===== src/rtl/mem_req_arbiter_pkg.sv =====
// Shared constants for the memory request arbiter: requester IDs and size encodings.
// Latency: n/a (constants only).
// Backpressure: n/a.
package mem_req_arbiter_pkg;

  // Owner ID stored in the ordering FIFO for every accepted request.
  localparam logic REQ_ID_INST = 1'b0;
  localparam logic REQ_ID_DATA = 1'b1;

  // Access size encodings carried on *_size.
  localparam logic [1:0] SIZE_BYTE = 2'd0;
  localparam logic [1:0] SIZE_HALF = 2'd1;
  localparam logic [1:0] SIZE_WORD = 2'd2;

endpackage


===== src/rtl/req_order_fifo.sv =====
// Ordering FIFO: remembers which requester owns each outstanding memory request.
// Latency: push visible at head one cycle later; head/full/empty come straight from registers.
// Backpressure: full_o is the producer's stall; a pop in the same cycle does not free a slot.
//
// Ports: clk, reset (sync, active-high); push_i/push_id_i write an owner ID;
//        pop_i drops the head; head_o, full_o, empty_o describe the current state.
module req_order_fifo #(
  parameter int DEPTH = 2
) (
  input  logic clk,
  input  logic reset,
  input  logic push_i,
  input  logic push_id_i,
  input  logic pop_i,
  output logic head_o,
  output logic full_o,
  output logic empty_o
);

  localparam int PTR_W = (DEPTH > 1) ? $clog2(DEPTH) : 1;
  localparam int CNT_W = $clog2(DEPTH + 1);

  logic [DEPTH-1:0] id_q;
  logic [PTR_W-1:0] wr_ptr_q, rd_ptr_q;
  logic [CNT_W-1:0] cnt_q;
  logic             push_en, pop_en;

  // Pointers wrap modulo DEPTH, which need not be a power of two.
  function automatic logic [PTR_W-1:0] ptr_inc(input logic [PTR_W-1:0] p);
    return (p == PTR_W'(DEPTH - 1)) ? '0 : p + 1'b1;
  endfunction

  assign full_o  = (cnt_q == CNT_W'(DEPTH));
  assign empty_o = (cnt_q == '0);
  assign head_o  = id_q[rd_ptr_q];

  assign push_en = push_i & ~full_o;
  assign pop_en  = pop_i & ~empty_o;

  always_ff @(posedge clk) begin
    if (reset) begin
      id_q     <= '0;
      wr_ptr_q <= '0;
      rd_ptr_q <= '0;
      cnt_q    <= '0;
    end else begin
      if (push_en) begin
        id_q[wr_ptr_q] <= push_id_i;
        wr_ptr_q       <= ptr_inc(wr_ptr_q);
      end
      if (pop_en) begin
        rd_ptr_q <= ptr_inc(rd_ptr_q);
      end
      case ({push_en, pop_en})
        2'b10:   cnt_q <= cnt_q + 1'b1;
        2'b01:   cnt_q <= cnt_q - 1'b1;
        default: cnt_q <= cnt_q;
      endcase
    end
  end

endmodule


===== src/rtl/mem_req_arbiter.sv =====
// Shares one SRAM-like req/addr_ok/data_ok port between the inst and data requesters, in-order responses.
// Latency: zero added cycles; request mux and response routing are purely combinational.
// Backpressure: mem_req drops while MAX_OUTSTANDING requests await data_ok; grant held while addr_ok is low.
//
// Ports: clk, reset (sync, active-high); inst_* / data_* requester ports (req, wr, size, addr,
//        wstrb, wdata in; addr_ok, data_ok, rdata out); mem_* shared port toward the bus bridge.
module mem_req_arbiter
  import mem_req_arbiter_pkg::*;
#(
  parameter int MAX_OUTSTANDING = 2,
  parameter int STARVE_LIMIT    = 4
) (
  input  logic        clk,
  input  logic        reset,

  input  logic        inst_req,
  input  logic        inst_wr,
  input  logic [1:0]  inst_size,
  input  logic [31:0] inst_addr,
  input  logic [3:0]  inst_wstrb,
  input  logic [31:0] inst_wdata,
  output logic        inst_addr_ok,
  output logic        inst_data_ok,
  output logic [31:0] inst_rdata,

  input  logic        data_req,
  input  logic        data_wr,
  input  logic [1:0]  data_size,
  input  logic [31:0] data_addr,
  input  logic [3:0]  data_wstrb,
  input  logic [31:0] data_wdata,
  output logic        data_addr_ok,
  output logic        data_data_ok,
  output logic [31:0] data_rdata,

  output logic        mem_req,
  output logic        mem_wr,
  output logic [1:0]  mem_size,
  output logic [31:0] mem_addr,
  output logic [3:0]  mem_wstrb,
  output logic [31:0] mem_wdata,
  input  logic        mem_addr_ok,
  input  logic        mem_data_ok,
  input  logic [31:0] mem_rdata
);

  localparam int SC_W = $clog2(STARVE_LIMIT + 1);
  localparam logic [SC_W-1:0] STARVE_MAX = SC_W'(STARVE_LIMIT);

  logic            lock_q, lock_d;
  logic            sel_q, sel_d;
  logic [SC_W-1:0] starve_q, starve_d;
  logic            err_q, err_d;

  logic grant;
  logic sel_req;
  logic handshake;
  logic fifo_full, fifo_empty, fifo_head;
  logic resp_vld;

  // Grant: a locked handshake keeps its owner; otherwise data wins unless inst has been starved.
  always_comb begin
    grant = REQ_ID_DATA;
    if (lock_q) begin
      grant = sel_q;
    end else if (inst_req && (starve_q == STARVE_MAX)) begin
      grant = REQ_ID_INST;
    end else if (data_req) begin
      grant = REQ_ID_DATA;
    end else if (inst_req) begin
      grant = REQ_ID_INST;
    end
  end

  assign sel_req = (sel_q == REQ_ID_DATA) ? data_req : inst_req;
  assign mem_req = (lock_q ? sel_req : (inst_req | data_req)) & ~fifo_full;

  assign mem_wr    = (grant == REQ_ID_DATA) ? data_wr    : inst_wr;
  assign mem_size  = (grant == REQ_ID_DATA) ? data_size  : inst_size;
  assign mem_addr  = (grant == REQ_ID_DATA) ? data_addr  : inst_addr;
  assign mem_wstrb = (grant == REQ_ID_DATA) ? data_wstrb : inst_wstrb;
  assign mem_wdata = (grant == REQ_ID_DATA) ? data_wdata : inst_wdata;

  assign handshake    = mem_req & mem_addr_ok;
  assign inst_addr_ok = handshake & (grant == REQ_ID_INST);
  assign data_addr_ok = handshake & (grant == REQ_ID_DATA);

  // A data_ok with nothing outstanding is dropped rather than misrouted.
  assign resp_vld     = mem_data_ok & ~fifo_empty;
  assign inst_data_ok = resp_vld & (fifo_head == REQ_ID_INST);
  assign data_data_ok = resp_vld & (fifo_head == REQ_ID_DATA);
  assign inst_rdata   = mem_rdata;
  assign data_rdata   = mem_rdata;

  always_comb begin
    lock_d   = lock_q;
    sel_d    = sel_q;
    starve_d = starve_q;
    err_d    = err_q | (mem_data_ok & fifo_empty);

    // An offered but unaccepted request pins the grant until the handshake.
    if (mem_req) begin
      sel_d  = grant;
      lock_d = ~mem_addr_ok;
    end

    if (!inst_req || inst_addr_ok) begin
      starve_d = '0;
    end else if (data_addr_ok && (starve_q != STARVE_MAX)) begin
      starve_d = starve_q + 1'b1;
    end
  end

  always_ff @(posedge clk) begin
    if (reset) begin
      lock_q   <= 1'b0;
      sel_q    <= REQ_ID_DATA;
      starve_q <= '0;
      err_q    <= 1'b0;
    end else begin
      lock_q   <= lock_d;
      sel_q    <= sel_d;
      starve_q <= starve_d;
      err_q    <= err_d;
    end
  end

  req_order_fifo #(
    .DEPTH (MAX_OUTSTANDING)
  ) u_order_fifo (
    .clk       (clk),
    .reset     (reset),
    .push_i    (handshake),
    .push_id_i (grant),
    .pop_i     (mem_data_ok),
    .head_o    (fifo_head),
    .full_o    (fifo_full),
    .empty_o   (fifo_empty)
  );

endmodule


===== config.mk =====
export PLATFORM = sky130hd
export DESIGN_NAME = mem_req_arbiter
export DESIGN_NICKNAME = d
export VERILOG_FILES = /design/src/rtl/mem_req_arbiter_pkg.sv /design/src/rtl/req_order_fifo.sv /design/src/rtl/mem_req_arbiter.sv
export SDC_FILE = /design/constraint.sdc
export NUM_CORES = 1
export LEC_CHECK = 0
export BUFFER_PORTS_ARGS = -buffer_cell sky130_fd_sc_hd__buf_2
export CAP_MARGIN = 30
export CORE_AREA = 2 2 123 125
export CTS_CLUSTER_DIAMETER = 30
export CTS_CLUSTER_SIZE = 8
export DETAILED_ROUTE_END_ITERATION = 8
export DIE_AREA = 0 0 125 127
export GPL_TIMING_DRIVEN = 0
export PLACE_DENSITY_LB_ADDON = 0.1
export SYNTH_ARGS = -nofsm -noshare
export SYNTH_HDL_FRONTEND = slang
export SYNTH_SLANG_ARGS = --single-unit

===== constraint.sdc =====
create_clock -name clk -period 4.66 [get_ports clk]
set_input_delay 0.466 -clock clk [delete_from_list [all_inputs] [get_ports clk]]
set_output_delay 0.466 -clock clk [all_outputs]
set_load 0.05 [all_outputs]

Word-level counts from Yosys, hierarchy flattened
Cells that the tools add are included.
{ "totals": {"register_bits": 11, "latchBits": 0, "ramBits": 0, "romBits": 0, "inputBits": 180, "output_inout_bits": 140, "elab_cells": 61, "n_memories": 0} }
{ "op_classes": {"n_addsub": 5, "mul": 0, "div": 0, "magnitude_cmp": 3, "n_eq_ne": 5, "shifts": 0, "n_mux": 19, "bitwise_logic": 14, "n_reduce_logical": 8} }
{ "ops": {"columns": ["cell", "count"], "rows": [
  ["32-bit two-way mux", 2],
  ["1-bit two-way mux", 12],
  ["1-bit AND", 8],
  ["1-bit NOT", 5],
  ["2-bit equality test (second input constant)", 2],
  ["1-bit by 2-bit < comparator with 1-bit output (second input constant)", 2],
  ["4-bit two-way mux", 1],
  ["2-bit one-hot mux with 2 select lines", 1],
  ["3-bit by 1-bit adder with 3-bit output (second input constant)", 1],
  ["3-bit equality test (second input constant)", 1],
  ["1-bit logical AND", 3],
  ["3-bit != test (second input constant)", 1],
  ["1-bit adder (second input constant)", 2],
  ["2-bit by 1-bit adder with 2-bit output (second input constant)", 1],
  ["2-bit bitwise mux", 1],
  ["2-bit by 1-bit equality test with 1-bit output (second input constant)", 1],
  ["2-bit logical NOT", 1],
  ["2-bit two-way mux", 1],
  ["2-bit nonzero test", 1],
  ["2-bit OR reduction", 1],
  ["2-bit by 1-bit subtractor with 2-bit output (second input constant)", 1],
  ["1-bit demux with 1-bit select", 1],
  ["1-bit >= comparator (second input constant)", 1],
  ["1-bit logical NOT", 1],
  ["other kinds (2)", 2]
]} }

Logic depth before layout (Yosys ltp)
Gate-level depths: netlist (run 1).
{ "logic_depth": {"depth_word": 8, "depth_mapped": 8} }

Hierarchy
Synthesis (run 1) repeated with hierarchy kept, for this count alone.
{ "unflattened": {"cells_unflattened": 364, "hier_area_um2": 2020.7} }
{ "by_module_without_submodules": {"columns": ["mod", "n_inst", "cells_per_inst", "area_each_um2", "seq_area_each_um2"], "rows": [
  ["mem_req_arbiter", 1, 333, 1729.2, 100.1],
  ["req_order_fifo", 1, 31, 291.5, 120.1]
]} }

Worst setup path after synthesis (run 1)
No wires, ideal clock.
{ "synth_timing": {"path_type": "input port to output port", "start": "input port data_req", "end": "output port data_addr_ok", "arrival_time_ns": 1.811, "path_slack_ns": 2.383, "stages": 5, "path_cell_list": "nand3b_1 > nand3_4 > or2_2 > buf_6 > nor2_1"} }
{ "synth_between": {"elab_chain_cells": 5} }
{ "synth_lines": {"columns": ["item", "line", "text"], "rows": [
  ["start, declared", "mem_req_arbiter.sv:26", "input logic data_req,"],
  ["1-bit bitwise OR / 1-bit two-way mux (equally long branches)", "mem_req_arbiter.sv:76, mem_req_arbiter.sv:75", null],
  ["1-bit two-way mux", "mem_req_arbiter.sv:76", "assign mem_req = (lock_q ? sel_req : (inst_req | data_req)) & ~fifo_full;"],
  ["1-bit AND", "mem_req_arbiter.sv:76", null],
  ["1-bit AND", "mem_req_arbiter.sv:84", "assign handshake = mem_req & mem_addr_ok;"],
  ["1-bit AND *", "mem_req_arbiter.sv:86", "assign data_addr_ok = handshake & (grant == REQ_ID_DATA);"],
  ["end, declared", "mem_req_arbiter.sv:32", "output logic data_addr_ok,"]
]} }
Mark *: on every way between the ends. The rest lies on a longest branch, timed or not.

Worst setup path in the final report (run 1)
{ "layout_timing": {"start": "register starve_q[0]", "end": "output port mem_wdata[0]"} }
{ "layout_between": {"elab_chain_cells": 5} }
{ "layout_lines": {"columns": ["item", "line", "text"], "rows": [
  ["start, declared", "mem_req_arbiter.sv:52", "logic [SC_W-1:0] starve_q, starve_d;"],
  ["start signal, assigned", "mem_req_arbiter.sv:123", "starve_q <= starve_d;"],
  ["3-bit equality test", "mem_req_arbiter.sv:66", "end else if (inst_req && (starve_q == STARVE_MAX)) begin"],
  ["1-bit logical AND", "mem_req_arbiter.sv:66", null],
  ["1-bit two-way mux", "mem_req_arbiter.sv:66", null],
  ["1-bit two-way mux", "mem_req_arbiter.sv:64", "if (lock_q) begin"],
  ["32-bit two-way mux", "mem_req_arbiter.sv:82", "assign mem_wdata = (grant == REQ_ID_DATA) ? data_wdata : inst_wdata;"],
  ["end, declared", "mem_req_arbiter.sv:41", "output logic [31:0] mem_wdata,"]
]} }
No other way between the ends.

==> results of run 1 <==
[power by group]
part	total (W)	internal [W]	switching, W
clock	0.000158	0.000115	0.0000426
combinational	0.000940	0.000308	0.000632
sequential	0.000131	0.000114	0.0000166
[stage by stage]
stage / worst slack (ns) / hold WS [ns] / area, µm² / utilization / std cells
2_1_floorplan: 2.383 / 0.4476 / 1983 / - / 216
3_3_place_gp: 2.108 / 0.4718 / 3645 / 0.2527 / 686
4_1_cts: 1.953 / 0.4815 / 3724 / 0.2582 / 690
6_report: 2.034 / 0.4787 / 3724 / 0.2582 / 690
5_1_grt: 1.823 / 0.4886 / 3724 / 0.2582 / 690
3_5_place_dp: 2.114 / 0.4756 / 3645 / 0.2527 / 686
[per-layer routing]
layer,part of all wire,wire [µm],global-route usage,vias up
li1,-,-,-,1275
met5,0,0,0,-
met2,0.52,4530,0.1861,172
met1,0.37,3236,0.1131,1101
met4,0.014,119,0.02157,0
met3,0.088,760,0.01591,10
[flip-flops by register name, summed over array words and instances (netlist names)]
register,cells
sel_q,1
u_order_fifo.id_q,2
u_order_fifo.cnt_q,2
u_order_fifo.wr_ptr_q,1
starve_q,3
lock_q,1
u_order_fifo.rd_ptr_q,1
[layout by cell type (no fill, tap or decap)]
| master | count |
|---|---|
| clkbuf_1 | 2 |
| o31ai_1 | 3 |
| o311ai_0 | 3 |
| ha_1 | 3 |
| o21ai_2 | 1 |
| nand2b_4 | 1 |
| buf_2 | 291 |
| or3_1 | 3 |
| nor2_1 | 5 |
| dfxtp_1 | 11 |
| buf_4 | 68 |
| a31oi_1 | 1 |
| or4_1 | 1 |
| nor2b_1 | 1 |
| mux2_2 | 71 |
| and3_2 | 1 |
| inv_1 | 6 |
| nor3b_1 | 1 |
| or2b_2 | 1 |
| o211a_1 | 1 |
| or2_2 | 1 |
| xnor2_1 | 1 |
| buf_6 | 1 |
| and2b_2 | 1 |
| clkbuf_16 | 3 |
| a21oi_1 | 5 |
| and2b_1 | 1 |
| nand4_1 | 1 |
| a21boi_2 | 1 |
| nand2_1 | 2 |
| and3b_1 | 1 |
| mux2i_1 | 1 |
| o221a_2 | 1 |
| nand3_4 | 1 |
| o21ai_0 | 6 |
| nand2b_1 | 1 |
| nand3b_1 | 1 |
| xor2_1 | 2 |
[logic make-up after synthesis]
| logic type | Yosys count | synth area share |
|---|---|---|
| xor+xnor | 3 | 0.01325 |
| buf+inv | 81 | 0.2890 |
| mux | 72 | 0.4082 |
| fa+ha+maj | 3 | 0.01893 |
| simple gates | 24 | 0.08330 |
| flops | 11 | 0.1110 |
| compound gates | 22 | 0.07634 |
[cell type report]
cell class / count / share of cell area
Timing Repair Buffer: 286 / 0.3844
Multi-Input combinational cell: 124 / 0.3196
Buffer: 75 / 0.1478
Tap cell: 184 / 0.06183
Sequential cell: 11 / 0.05914
Clock buffer: 4 / 0.02117
Inverter: 6 / 0.006048
[critical path: stages (launching register included)]
cell	delay, ns
dfxtp_1	0.33
inv_1	0.06
ha_1	0.19
a21boi_2	0.07
o21ai_2	0.22
buf_4	0.24
buf_4	0.21
mux2_2	0.36
buf_2	0.21
[final timing paths]
kind	startpoint	end	slack, ns	cells past startpoint
setup reg to reg	u_order_fifo.cnt_q[0]$_SDFFE_PP0P_	u_order_fifo.cnt_q[1]$_SDFFE_PP0P_	2.67	7
hold reg to reg	u_order_fifo.id_q[0]$_SDFFE_PP0P_	u_order_fifo.id_q[0]$_SDFFE_PP0P_	0.48	2
setup / recovery	starve_q[0]$_SDFFE_PP0P_	mem_wdata[0]	2.03	8
hold / removal	u_order_fifo.id_q[0]$_SDFFE_PP0P_	u_order_fifo.id_q[0]$_SDFFE_PP0P_	0.48	2
==> flow_summary.ini, run 1 <==
[status]
status = finished clean

[drt]
vias = 2558
vias_per_cell = 3.707
first_pass_iters = 3
drtIter0Drc = 41
drcViolationCount = 0
drtAntennaViolNets = 0
drt_wl_total_mm = 8.647
wl_per_cell_um = 12.53

[synthesis]
synth_area_leaders = mux2_2, buf_4, dfxtp_1, ha_1, o21ai_0
syn_nets = 399
synthTopCellsByCount = mux2_2, buf_4, dfxtp_1
avgSynthCellArea_um2 = 9.181
synth_seq_cells = 11
synth_cell_type_count = 37
synth_warnings = 0
synth-edff-count = 0
synth_top_area_cell = mux2_2
synth_area_um2 = 1983
netlist_instances = 216
ys_seq_area_frac = 0.1110
async_flop_share = 0
yosys.area.top_type_share = 0.4032
synth_flop_cell = dfxtp_1
yosysMostFrequentCell = mux2_2

[timing]
drv_slew = 0
relSlewSlack = 0.7063
period_minus_slack_ns = 2.626
hold_viol = 0
tightestPinTransition_ns = 0.4359
skew_ns = 0.002594
fin_tns_setup_ns = 0
fin_crit_sh = 0.5636
max_freq_ghz = 0.3808
rsz0062_at_grt = no
setup-violations-final = 0

[grt]
grt_pass1_vias = 2478
grtUsageTotal = 0.09714
grt_start_max_net_pins = 11
grt_pass1_wl_mm = 12.68
antenna_found_initial = 0
grt_overflow = 0

[worst_setup_path]
crit_arrival_ns = 2.16
path_class = flip-flop to output pin
crit_path_start_kind = flip-flop
crit_fanout = 10
worstPathRequired_ns = 4.19
end_kind = output pin

[power]
vdd_drop_max_uv = 114.5
p_total_w = 0.001228
leakage_nw = 2.057
powerDensity_nw_per_um2 = 329.8

[die]
pin_count = 320
start_util = 0.1375
coreArea_um2 = 14420
fp-row-count = 44
die_x_um = 125
die_y_um = 127
dieArea_um2 = 15880

[placement]
hpwl_mm = 7.781
gp_congestion = 0.8046
port_buffers = 286

[flow_run]
drv_cap = 0

[hold_path]
hold_path.class = flip-flop to flip-flop

[layout]
finalNetCount = 690
fillers = 1597
drive_above_1_share = 0.8755
num_antenna_cells = 0
syn2layout_area_growth_pct = 87.76
ff_latch_area_um2 = 220.2
multi_input_area_um2 = 1190

[cts]
clockRootBuffer = clkbuf_16
clk_pin_slew_ns = 0.04
cts_tree = built
htree_levels = 1
post-cts-setup-buffers = 0
clk_latency_ns = 0.24
cts_buffer_depth = 2
cts_inserted_buffers = 3
cts.sinks = 11
cts_resized = 0
ctsHoldBuffers = 0
No activity file was read; power rests on OpenSTA's default activity.
==> run 2, diff against run 1 <==
--- a/config.mk
+++ b/config.mk
@@ -7,11 +7,11 @@
 export LEC_CHECK = 0
 export BUFFER_PORTS_ARGS = -buffer_cell sky130_fd_sc_hd__buf_2
 export CAP_MARGIN = 30
-export CORE_AREA = 2 2 123 125
+export CORE_AREA = 2 2 124 126
 export CTS_CLUSTER_DIAMETER = 30
 export CTS_CLUSTER_SIZE = 8
 export DETAILED_ROUTE_END_ITERATION = 8
-export DIE_AREA = 0 0 125 127
+export DIE_AREA = 0 0 126 128
 export GPL_TIMING_DRIVEN = 0
 export PLACE_DENSITY_LB_ADDON = 0.1
 export SYNTH_ARGS = -nofsm -noshare
==> constraint.sdc (replaced) <==
create_clock -name clk -period 2.3 [get_ports clk]
set_input_delay 0.23 -clock clk [delete_from_list [all_inputs] [get_ports clk]]
set_output_delay 0.23 -clock clk [all_outputs]
set_load 0.05 [all_outputs]
==> flow_summary.ini, run 2 (same netlist as run 1, synthesis figures left out) <==
[placement]
dp_slack_ns = 0.02607
gp_congestion = 0.6842
dpl.cell_count = 690
hpwl_mm = 7.839
port_buffers = 286

[flow_run]
drv_cap = 0

[cts]
cts_inserted_buffers = 3
cts_tree = built
htree_levels = 1
clockRootBuffer = clkbuf_16
clk_latency_ns = 0.24
cts.sinks = 11
clk_pin_slew_ns = 0.04
cts_buffer_depth = 2

[die]
die_y_um = 128
coreArea_um2 = 14860
pin_count = 320
fp-row-count = 45
die_x_um = 126
start_util = 0.1334
dieArea_um2 = 16130

[grt]
grt_overflow = 0
grt_start_max_net_pins = 11
grt_pass1_vias = 2383
grtUsageTotal = 0.09013
antenna_found_initial = 0
grt_pass1_wl_mm = 11.80

[drt]
vias = 2593
wl_per_cell_um = 12.54
first_pass_iters = 2
drcViolationCount = 0
drtIter0Drc = 38
drt_wl_total_mm = 8.728
drtAntennaViolNets = 0
vias_per_cell = 3.726

[layout]
stdcell_count = 696
num_antenna_cells = 0
largest_register_ffs = 3
mostFrequentLayoutCells = buf_2, buf_4, mux2_2, buf_6, dfxtp_1
multi_input_area_um2 = 1210
drive_above_1_share = 0.8780
ff_latch_area_um2 = 220.2
syn2layout_area_growth_pct = 98.36
largestRegisters = starve_q: 3 flops, u_order_fifo.cnt_q: 2 flops, u_order_fifo.id_q: 2 flops
fillers = 1675
mostFrequentLayoutCell = buf_2
finalNetCount = 692
post-route-util = 0.2646
top_register = starve_q

[worst_setup_path]
crit_arrival_ns = 1.97
cpMostUsedCell = buf_8
end_kind = output pin
path_class = flip-flop to output pin
worstPathRequired_ns = 2.07
crit_path_start_kind = flip-flop
crit_fanout = 10
path_cells = inv_1, ha_4, a21boi_2, o21ai_4, buf_8, buf_8, mux2_2, buf_4
max_stage_delay_ns = 0.34
crit_slowest_cell = mux2_2

[power]
vdd_drop_max_uv = 218.9
p_total_w = 0.002602
leakage_nw = 2.124
powerDensity_nw_per_um2 = 661.5

[timing]
fin_crit_sh = 0.9548
tightestPinTransition_ns = 0.4928
period_minus_slack_ns = 2.196
skew_ns = 0.001955
fin_tns_setup_ns = 0
drv_slew = 0
max_freq_ghz = 0.4554
fin_ws_ns = 0.1040
relSlewSlack = 0.6680
rsz0062_at_grt = no
hold_viol = 0
setup-violations-final = 0

[status]
status = finished clean

[hold_path]
hold_path.class = input port to flip-flop
## run 2: metrics by stage
step           hold WS [ns]  instance area (µm²)
2_1_floorplan        0.4476                 1983
3_3_place_gp         0.4678                 3650
3_5_place_dp         0.4728                 3650
4_1_cts              0.3843                 3909
5_1_grt              0.4240                 3934
6_report             0.3662                 3934
## run 2: worst paths after layout
path | from | end | depth (start not counted) | slack [ns]
setup / recovery | starve_q[0]$_SDFFE_PP0P_ | mem_addr[18] | 8 | 0.10
hold / removal | reset | u_order_fifo.cnt_q[0]$_SDFFE_PP0P_ | 2 | 0.37
setup reg to reg | sel_q$_SDFFE_PP1N_ | u_order_fifo.cnt_q[1]$_SDFFE_PP0P_ | 7 | 0.30
hold reg to reg | u_order_fifo.id_q[0]$_SDFFE_PP0P_ | u_order_fifo.id_q[0]$_SDFFE_PP0P_ | 2 | 0.48
## run 2: cell type report
class	instances	share of cell area
Timing Repair Buffer	288	0.4008
Multi-Input combinational cell	124	0.3076
Buffer	75	0.1501
Tap cell	188	0.05980
Sequential cell	11	0.05598
Clock buffer	4	0.02004
Inverter	6	0.005725
## run 2: per-layer routing
layer  up-vias  wire [µm]  global-route usage
met1      1136       3115             0.09957
met3         2        814             0.01294
met5         -          0                   0
li1       1280          -                   -
met4         0         30             0.01357
met2       175       4768              0.1834
## run 2: what timing repair did
action,in CTS,in global routing
setup endpoints to repair,72,71
hold endpoints to repair,0,0
pin swaps,1,2
hold buffers,0,0
resized for setup,55,5
setup buffers,2,0
## run 2: report_power, final
group / internal (W) / total (W) / switching (W)
clock network: 0.000233 / 0.000319 / 0.0000858
logic: 0.000724 / 0.00202 / 0.00129
registers: 0.000231 / 0.000266 / 0.0000348
total: 0.00119 / 0.00260 / 0.00141
## run 2: critical path, delay by kind of cell (launching register included)
| family | cells | cell delay [ns] |
|---|---|---|
| compound gates | 2 | 0.30 |
| fa+ha+maj | 1 | 0.15 |
| buf+inv | 4 | 0.61 |
| flops | 1 | 0.33 |
| mux | 1 | 0.34 |
